File: config.mk
export PLATFORM = sky130hd
export DESIGN_NAME = tdm_demux_1to4
export DESIGN_NICKNAME = d
export VERILOG_FILES = /design/src/rtl/tdm_demux_1to4.sv
export SDC_FILE = /design/constraint.sdc
export NUM_CORES = 1
export LEC_CHECK = 0
export BUFFER_PORTS_ARGS = -buffer_cell sky130_fd_sc_hd__clkbuf_2
export CAP_MARGIN = 10
export CORE_UTILIZATION = 43
export DETAILED_ROUTE_END_ITERATION = 10
export HOLD_SLACK_MARGIN = 0.05
export PLACE_DENSITY = 0.71
export RECOVER_POWER = 50
export SLEW_MARGIN = 20
export SYNTH_ARGS = -nofsm -noshare
export SYNTH_HDL_FRONTEND = slang
export SYNTH_SLANG_ARGS = --single-unit
File: constraint.sdc
create_clock -name clk -period 4.2 [get_ports clk]
set_input_delay 0.21 -clock clk [delete_from_list [all_inputs] [get_ports clk]]
set_output_delay 0.21 -clock clk [all_outputs]
set_load 0.05 [all_outputs]
File: src/rtl/tdm_demux_1to4.sv
// 1:4 TDM demultiplexer: hunts for frame alignment on frame_start, collects four
// beats per frame and presents them together on a..d with a one-cycle out_valid.
module tdm_demux_1to4 #(
  parameter int WIDTH       = 1,
  parameter bit HOLD_ON_ERR = 1'b1
) (
  input  logic             clk,
  input  logic             rst,
  input  logic [WIDTH-1:0] din,
  input  logic             din_valid,
  input  logic             frame_start,
  output logic [WIDTH-1:0] a,
  output logic [WIDTH-1:0] b,
  output logic [WIDTH-1:0] c,
  output logic [WIDTH-1:0] d,
  output logic             out_valid,
  output logic             s1,
  output logic             s2,
  output logic             locked,
  output logic             sync_err
);

  typedef enum logic {HUNT, RUN} state_t;

  state_t           state;
  logic [1:0]       slot;
  logic [WIDTH-1:0] sh_a;
  logic [WIDTH-1:0] sh_b;
  logic [WIDTH-1:0] sh_c;

  // slot always names the position the next beat will fill
  assign {s2, s1} = slot;
  assign locked   = (state == RUN);

  always_ff @(posedge clk or posedge rst) begin
    if (rst) begin
      state     <= HUNT;
      slot      <= 2'd0;
      sh_a      <= '0;
      sh_b      <= '0;
      sh_c      <= '0;
      a         <= '0;
      b         <= '0;
      c         <= '0;
      d         <= '0;
      out_valid <= 1'b0;
      sync_err  <= 1'b0;
    end else begin
      out_valid <= 1'b0;
      sync_err  <= 1'b0;
      if (din_valid) begin
        case (state)
          HUNT: begin
            if (frame_start) begin
              sh_a  <= din;
              slot  <= 2'd1;
              state <= RUN;
            end
          end
          default: begin
            if (frame_start) begin
              // early frame_start restarts the frame on this beat
              if (slot != 2'd0) begin
                sync_err <= 1'b1;
                if (!HOLD_ON_ERR) begin
                  a <= '0;
                  b <= '0;
                  c <= '0;
                  d <= '0;
                end
              end
              sh_a <= din;
              slot <= 2'd1;
            end else if (slot == 2'd0) begin
              // frame boundary without frame_start: alignment lost
              sync_err <= 1'b1;
              state    <= HUNT;
              slot     <= 2'd0;
              if (!HOLD_ON_ERR) begin
                a <= '0;
                b <= '0;
                c <= '0;
                d <= '0;
              end
            end else begin
              case (slot)
                2'd1:    sh_b <= din;
                2'd2:    sh_c <= din;
                default: begin
                  a         <= sh_a;
                  b         <= sh_b;
                  c         <= sh_c;
                  d         <= din;
                  out_valid <= 1'b1;
                end
              endcase
              slot <= slot + 2'd1;
            end
          end
        endcase
      end
    end
  end

endmodule

==> impl_metrics.toml, run 1 <==
[cts]
htree_levels = 1
clk_pin_slew_ps = 80
cts_buffers = 3
cts_setup_buffers = 0
clk_latency_ps = 270
clockBufferDepth = 2
cts_tree = "done"
clock_sinks = 12
clock-root-buffer = "clkbuf_4"

[critical_path]
critPathTopFamily = "adder cells"
r2r_start = "slot[0]"
rr_worst_depth = 6
r2r_slack_ps = 2590
cp.required_ps = 4360
worst_path_largest_cell_delay_ps = 420
critPathArrivalTime_ps = 1770
critPathKind = "reg -> reg"
timing.rr.end = "a"
critPathMaxFanout = 6
cp-start-kind = "register"
path_cells = "inv_1 > ha_1 > inv_1 > ha_1 > nand4b_4 > mux2_4"
path_buf_inv = 2
critPathSlowestCell = "dfrtp_1"
crit_path_end_kind = "register"

[floorplanning]
die_y_um = 40.0
num_rows = 13
pin_count = 14
dieArea_um2 = 1600
core-area_um2 = 1320
die_x_um = 40.0
start_util_pct = 47.1

[routing]
routedWlPerCell_um = 12.5
drtPass1Iterations = 4
drt-total-wl_um = 973
drt_iter0_drc = 17
drc_errors = 0
viasPerCell = 5.00
final_antenna_net_count = 0
num_vias = 390

[synthesis]
syn_avg_cell_area_um2 = 12.9
synth-async-reset-ratio_pct = 100
ys_types = 20
syn_inst = 48
synth_edf_count = 0
yosys_register_bits = 12
syn_area_um2 = 621
syn_nets = 59
seq_area_frac_synth_pct = 48.4
yosys_warnings = 0
synthFlopType = "dfrtp_1"

[layout]
top_register = "slot"
final_area_um2 = 723
final_core_util_pct = 54.9
largest_reg_flops = 2
fill_cells = 114
drive_gt1_share_pct = 36.5
area_growth_pct = 16.5
nNetsFinal = 75
fin_cells = 78
n_antenna_cell = 0

[global_routing]
grt_max_degree = 13
grt_overflow = 0
track_usage_pct = 15.0
grt_pass1_wl_mm = 1.48
grt_pass1_vias = 334
antenna_found_initial = 0

[job]
drv_cap = 0

[timing]
tightestPinTransition_ps = 601
finalSetupViolCount = 0
hold_slack_ps = 217
slew_headroom_pct = 60.1
finalCriticalPeriod_ps = 1610
worst_clock_skew_ps = 4.70
slew_viol_final = 0
min_period_over_period_pct = 38.3
setup_tns_ps = 0
hold_viol_final = 0
max_freq_mhz = 622
rsz0062_at_grt = "false"

[pwr]
powerDensity_nw_per_um2 = 794
leakage_nw = 0.378
pwr-share-comb_pct = 49.5
p_clk_share_pct = 15.8
pwr-share-seq_pct = 34.7
irDropWorstVdd_mv = 0.309
p_int_mw = 0.311
power_switching_share_pct = 45.8
p_sw_mw = 0.263

[placed_design]
dpl_cell_area_um2 = 681
hpwl_um = 738
io_buffers = 13
place_inst = 73
gp_congestion = 0.750

[hold_path]
min_to = "d"
hold_class = "in -> reg"
holdCritStartpoint = "din"
worst_hold_path.num_cells = 2

[outcome]
outcome = "finished, final reports clean"
==> kinds of logic (layout without fill, tap and decap cells) <==
family / count (synthesis) / count (layout) / synth area share (%)
AO/OA/AOI/OAI: 5 / 5 / 6.05
adder cells (fa/ha/maj): 6 / 6 / 12.1
buffers and inverters: 9 / 24 / 7.46
flip-flops: 12 / 12 / 48.4
multiplexers: 7 / 7 / 15.1
AND/OR/NAND/NOR: 9 / 9 / 10.9
==> worst reg2reg max path: cells and delay by family (launching register included) <==
kind / cells / cell delay, ps
adder cells (fa/ha/maj): 2 / 450
buffers and inverters: 2 / 150
flip-flops: 1 / 420
multiplexers: 1 / 330
AND/OR/NAND/NOR: 1 / 160
==> layer usage <==
layer / wire, um / part of all wire [%] / GRT usage (%)
met1: 477 / 49 / 21.4
met2: 398 / 41 / 18.5
met3: 75 / 7.7 / 5.00
met4: 21 / 2.2 / 10.3
met5: 0 / 0 / 0
==> cell usage after synthesis, types with 2 or more instances <==
| library cell | instances | area share, % |
|---|---|---|
| dfrtp_1 | 12 | 48 |
| ha_1 | 6 | 12 |
| inv_1 | 6 | 3.6 |
| mux2_2 | 3 | 5.4 |
| mux2_4 | 4 | 9.7 |
| nand2_1 | 2 | 1.2 |
| nand4_1 | 2 | 2.0 |
==> cells in the final DEF (no fill, tap or decap), types with 2 or more instances in the layout <==
cell and instances:
dfrtp_1 12, clkbuf_2 10, inv_1 6, ha_1 6, mux2_4 4, mux2_2 3, clkbuf_4 3, clkbuf_1 3
nand4_1 2, nand2_1 2
==> per-stage QoR <==
step | setup WS (ps) | total power, mW
2_1_floorplan | 2350 | 0.433
6_report | 2590 | 0.574
5_1_grt | 2520 | 0.608
4_1_cts | 2590 | 0.580
3_3_place_gp | 2610 | 0.483
3_5_place_dp | 2580 | 0.488
==> timing repair <==
item	in CTS	in global routing
hold buffers	1	0
gates resized for setup	0	0
hold endpoints to repair	12	0
==> area by class of cell <==
| type | count | area [um2] | area share [%] |
|---|---|---|---|
| inverters | 6 | 22.5 | 3.11 |
| repair buffers | 14 | 71.3 | 9.86 |
| flip-flops and latches | 12 | 300 | 41.5 |
| well taps | 15 | 18.8 | 2.60 |
| clock buffers | 4 | 36.3 | 5.02 |
| multi-input cells | 27 | 274 | 37.9 |
==> worst max-delay path by stage <==
stage	from	endpoint	slack, ps	cells after the start
after detailed placement	slot[0]	a	2580	6
after global routing	slot[0]	a	2520	6
after floorplan	slot[0]	a	2350	6
after global placement	slot[0]	c	2610	6
after CTS	slot[0]	a	2590	6
final	slot[0]	a	2590	6
==> power by group through the flow <==
stage                     logic, mW  registers [mW]  clock network (mW)
after floorplan               0.126           0.307                   0
after global placement        0.282           0.201                   0
after detailed placement      0.286           0.202                   0
after CTS                     0.288           0.200              0.0926
after global routing          0.304           0.206              0.0981
final                         0.284           0.199              0.0907
No activity file was read; power rests on OpenSTA's default activity.
==> run 2: changes to the inputs <==
- ABC_AREA: default -> 1
- PLACE_DENSITY: 0.71 -> 0.74
- clock period: 4.2 -> 1.4 ns (I/O delays scaled with it)
==> run 2 against run 1 <==
Against the previous run: die area is 5.2% lower; register-to-register slack lost 2500 ps; area after synthesis down 5.4%; largest power group unchanged.
==> impl_metrics.toml, run 2 <==
[outcome]
outcome = "finished, final reports clean"

[critical_path]
critPathMaxFanout = 5
path_cells = "inv_2 > ha_4 > inv_2 > ha_4 > nand4_1 > nand2_1 > nand2_1"
cp.required_ps = 1570
critPathKind = "reg -> reg"
critPathArrivalTime_ps = 1490
worst_path_largest_cell_delay_ps = 410
crit_path_end_kind = "register"
critPathTopFamily = "flip-flops"
critPathSlowestCell = "dfrtp_2"
cp-start-kind = "register"
path_buf_inv = 2

[timing]
min_period_over_period_pct = 94.4
worst_clock_skew_ps = 2.68
finalCriticalPeriod_ps = 1320
max_freq_mhz = 757
setup_tns_ps = 0
hold_slack_ps = 70.0
slew_viol_final = 0
finalSetupViolCount = 0
slew_headroom_pct = 60.5
rsz0062_at_grt = "false"
tightestPinTransition_ps = 596
fin_ws_ps = 79.0
hold_viol_final = 0

[cts]
cts_tree = "done"
cts_resized = 0
clockBufferDepth = 2
clock_sinks = 12
clock-root-buffer = "clkbuf_4"
clk_pin_slew_ps = 80
htree_levels = 1
cts_buffers = 3
clk_latency_ps = 270

[routing]
routedWlPerCell_um = 12.1
drt_iter0_drc = 26
final_antenna_net_count = 0
drtPass1Iterations = 4
viasPerCell = 5.32
drt-total-wl_mm = 1.20
drc_errors = 0
num_vias = 527

[layout]
nNetsFinal = 97
fill_cells = 92
top_register = "slot"
largest_reg_flops = 2
final_cell_mix = "nand2_1, clkbuf_2, dfrtp_1"
area_growth_pct = 27.5
n_antenna_cell = 0
final_core_util_pct = 63.1
drive_gt1_share_pct = 29.4
layout_commonest_cell = "nand2_1"

[synthesis]
syn_nets = 77
ys_types = 10
yosys_warnings = 0
synth.area.top_cells = "dfrtp_1, ha_1, nand2_1, nand3_1, inv_1"
synthFlopType = "dfrtp_1"
yosys_register_bits = 12
netlist.area_leader.share_pct = 51.2
synth-async-reset-ratio_pct = 100
syn_area_um2 = 587
synth_edf_count = 0
seq_area_frac_synth_pct = 51.2
syn_inst = 66
ys_top_cells_by_count = "nand2_1, dfrtp_1, inv_1"
synth.most_common_cell = "nand2_1"
yosysTopAreaCell = "dfrtp_1"
syn_avg_cell_area_um2 = 8.89

[floorplanning]
start_util_pct = 49.5
die_y_um = 38.9
num_rows = 12
dieArea_um2 = 1520
pin_count = 14
die_x_um = 38.9
core-area_um2 = 1190

[hold_path]
hold_class = "in -> reg"

[global_routing]
track_usage_pct = 19.2
grt_pass1_wl_mm = 1.93
grt_max_degree = 13
grt_overflow = 0
antenna_found_initial = 0
grt_pass1_vias = 464

[pwr]
power_mw = 1.54
powerDensity_nw_per_um2 = 2060
leakage_nw = 0.406
irDropWorstVdd_mv = 1.02

[placed_design]
gp_congestion = 0.788
dpl_worst_slack_ps = 109
io_buffers = 13
hpwl_um = 931

[job]
drv_cap = 0
[run 2: cell count changes in the layout (fill, tap and decap cells not counted), moves of 2 or more]
cell / change
dfrtp_2: +2
ha_4: +2
mux2_2: -3
nand3_1: +9
o21ai_0: +2
mux2_4: -4
nand2_1: +15
ha_1: -2
inv_2: +3
nor2_1: +4
dfrtp_1: -2
[run 2: path summary, 6_finish.rpt]
check | start | to | slack [ps] | cells past startpoint
max | slot[0] | c | 80 | 7
min | din | sh_a | 70 | 3
max reg2reg | slot[0] | c | 80 | 7
min reg2reg | a | a | 480 | 2
max in group asynchronous | rst | slot[0] | 730 | 3
min in group asynchronous | rst | c | 330 | 3
[run 2: kinds of logic (layout without fill, tap and decap cells)]
kind of cell / Yosys count / after routing / share of synthesized area [%]
compound gates: 2 / 2 / 1.71
fa+ha+maj: 6 / 6 / 12.8
simple gates: 36 / 36 / 27.9
buf+inv: 10 / 29 / 6.40
flops: 12 / 12 / 51.2
[run 2: repair_timing]
item,in CTS,in global routing
endpoints found under the hold margin,12,0
hold buffers,1,0
buffers inserted,0,0
[run 2: area by class of cell]
class                   instances  area [um2]  area share (%)
multi-input cells              44         274            36.6
clock buffers                   4        36.3            4.85
flip-flops and latches         12         303            40.5
inverters                      10        37.5            5.02
well taps                      14        17.5            2.34
repair buffers                 15        80.1            10.7
[run 2: worst register-to-register path: stages (launching register included)]
cell and delay, ps:
dfrtp_2 410, inv_2 70, ha_4 170, inv_2 60
ha_4 130, nand4_1 190, nand2_1 130, nand2_1 60
[run 2: power breakdown]
group / internal (mW) / switching, mW
clock network: 0.158 / 0.118
logic: 0.185 / 0.534
registers: 0.460 / 0.0860
[run 2: per-layer routing]
layer | track usage, % | routed length [um] | vias up
met4 | 9.48 | 38 | 0
li1 | - | - | 246
met5 | 0 | 0 | -
met2 | 29.6 | 560 | 31
met1 | 24.5 | 498 | 240
met3 | 5.20 | 97 | 10
[run 2: per-stage QoR]
step	cells	instance area, um2
floorplan	66	614
global placement	94	704
detailed placement	94	704
CTS	99	751
global route	99	748
finish	99	748
==> run 3: changes to the inputs <==
--- a/constraint.sdc
+++ b/constraint.sdc
@@ -3,2 +3,2 @@
 set_output_delay 0.07 -clock clk [all_outputs]
-set_load 0.05 [all_outputs]
+set_load 0.005 [all_outputs]
==> run 3 against run 2 <==
Against the previous run: wire length increased by 4.4%; flip-flop and latch count is the same; sequential power down 2%; largest power group is now registers; highest routed layer unchanged.
==> impl_metrics.toml, run 3 (synthesized netlist as in run 2, its figures left out) <==
[layout]
nNetsFinal = 100
layout_commonest_cell = "nand2_1"
fill_cells = 99
largest_reg_flops = 2
n_antenna_cell = 0
final_area_um2 = 762
top_register = "slot"
final_cell_mix = "nand2_1, dfrtp_1, clkbuf_2"
final_core_util_pct = 64.2
drive_gt1_share_pct = 28.4
area_growth_pct = 29.9

[critical_path]
crit_path_frequent_cell = "inv_1"
r2r_start = "slot[0]"
critPathArrivalTime_ps = 1520
timing.rr.end = "d"
r2r_slack_ps = 90
cp.required_ps = 1610
worst_path_largest_cell_delay_ps = 350
crit_path_end_kind = "register"
path_cells = "inv_1 > ha_1 > inv_2 > ha_4 > inv_1 > nor2_4 > nand3_1 > nand2_1"
critPathSlowestCell = "dfrtp_1"
critPathKind = "reg -> reg"
rr_worst_depth = 8
critPathMaxFanout = 6
cp-start-kind = "register"

[routing]
drc_errors = 0
drt_iter0_drc = 9
num_vias = 525
viasPerCell = 5.15
drt-total-wl_mm = 1.25
drtPass1Iterations = 5
routedWlPerCell_um = 12.2
final_antenna_net_count = 0

[timing]
slew_viol_final = 0
setup_tns_ps = 0
tightestPinTransition_ps = 451
max_freq_mhz = 766
finalCriticalPeriod_ps = 1310
hold_viol_final = 0
worst_clock_skew_ps = 4.82
min_period_over_period_pct = 93.3
slew_headroom_pct = 69.9
finalSetupViolCount = 0
hold_slack_ps = 60.4

[cts]
cts_buffers = 3
clock_sinks = 12
clock-root-buffer = "clkbuf_4"
clockBufferDepth = 2
clk_latency_ps = 280
htree_levels = 1
cts_tree = "done"
clk_pin_slew_ps = 80

[global_routing]
grt_max_degree = 13
grt_pass1_wl_mm = 2.07
track_usage_pct = 22.0
antenna_found_initial = 0
globalRoute.busiestLayer = "met2"
grt_pass1_vias = 514
grtUsageMet2_pct = 36.7
grt_overflow = 0
use_met3_pct = 5.20
use_met1_pct = 24.3

[floorplanning]
start_util_pct = 49.5
core-area_um2 = 1190
pin_count = 14
die_y_um = 38.9
dieArea_um2 = 1520
num_rows = 12
die_x_um = 38.9

[pwr]
power_mw = 1.26
p_sw_mw = 0.446
leakage_nw = 0.427
powerDensity_nw_per_um2 = 1660
pwr-share-comb_pct = 35.8
p_int_mw = 0.816
irDropWorstVdd_mv = 0.859
p_clk_share_pct = 22.0
pwr-share-seq_pct = 42.2
power_switching_share_pct = 35.4

[placed_design]
dpl_cell_area_um2 = 692
hpwl_um = 947
io_buffers = 13
gp_congestion = 0.846

[job]
drv_cap = 0

[hold_path]
hold_class = "in -> reg"
worst_hold_path.num_cells = 3
min_to = "sh_a"
holdCritStartpoint = "din"

[outcome]
outcome = "finished, final reports clean"
==> run 3: changes by cell type in the layout (fill, tap and decap cells not counted), sizes merged <==
| cell | change |
|---|---|
| buf | +3 |
==> run 3: what timing repair did <==
action,in CTS,in global routing
gates resized for setup,0,4
hold endpoints to repair,12,0
endpoints found under the setup margin,0,6
hold buffers,1,0
buffers inserted,0,1
==> run 3: stage by stage <==
stage,worst slack (ps),std cells
2_1_floorplan,89.7,66
3_3_place_gp,120,96
3_5_place_dp,47.1,96
4_1_cts,27.0,101
5_1_grt,-19.6,102
6_report,93.9,102
==> run 3: worst max path at each step <==
stage          startpoint  end  cells past startpoint
6_report          slot[0]    d                      8
5_1_grt           slot[0]    b                      7
4_1_cts           slot[0]    d                      8
3_5_place_dp      slot[0]    d                      7
3_3_place_gp      slot[0]    b                      8
2_1_floorplan     slot[0]    a                      8
==> run 3: layout make-up <==
| cell class | count | area (um2) | share of cell area (%) |
|---|---|---|---|
| Sequential cell | 12 | 300 | 39.4 |
| Tap cell | 14 | 17.5 | 2.30 |
| Timing Repair Buffer | 18 | 104 | 13.6 |
| Multi-Input combinational cell | 44 | 267 | 35.0 |
| Inverter | 10 | 37.5 | 4.93 |
| Clock buffer | 4 | 36.3 | 4.76 |
==> run 3: per-layer routing <==
layer | up-vias | wire, um
li1 | 253 | -
met1 | 247 | 553
met2 | 20 | 605
met3 | 5 | 55
met4 | 0 | 31
met5 | - | 0
==> run 3: critical path: cells and delay by family, from the launching register on <==
| family | cells | cell delay (ps) |
|---|---|---|
| AND/OR/NAND/NOR | 3 | 330 |
| flip-flops | 1 | 350 |
| buffers and inverters | 3 | 200 |
| adder cells (fa/ha/maj) | 2 | 360 |
==> run 3: power by group through the flow <==
stage / sequential [mW] / clock (mW) / combinational (mW)
global placement: 0.530 / 0 / 0.407
finish: 0.533 / 0.278 / 0.452
floorplan: 0.543 / 0 / 0.202
CTS: 0.529 / 0.286 / 0.425
detailed placement: 0.536 / 0 / 0.421
global route: 0.550 / 0.300 / 0.507
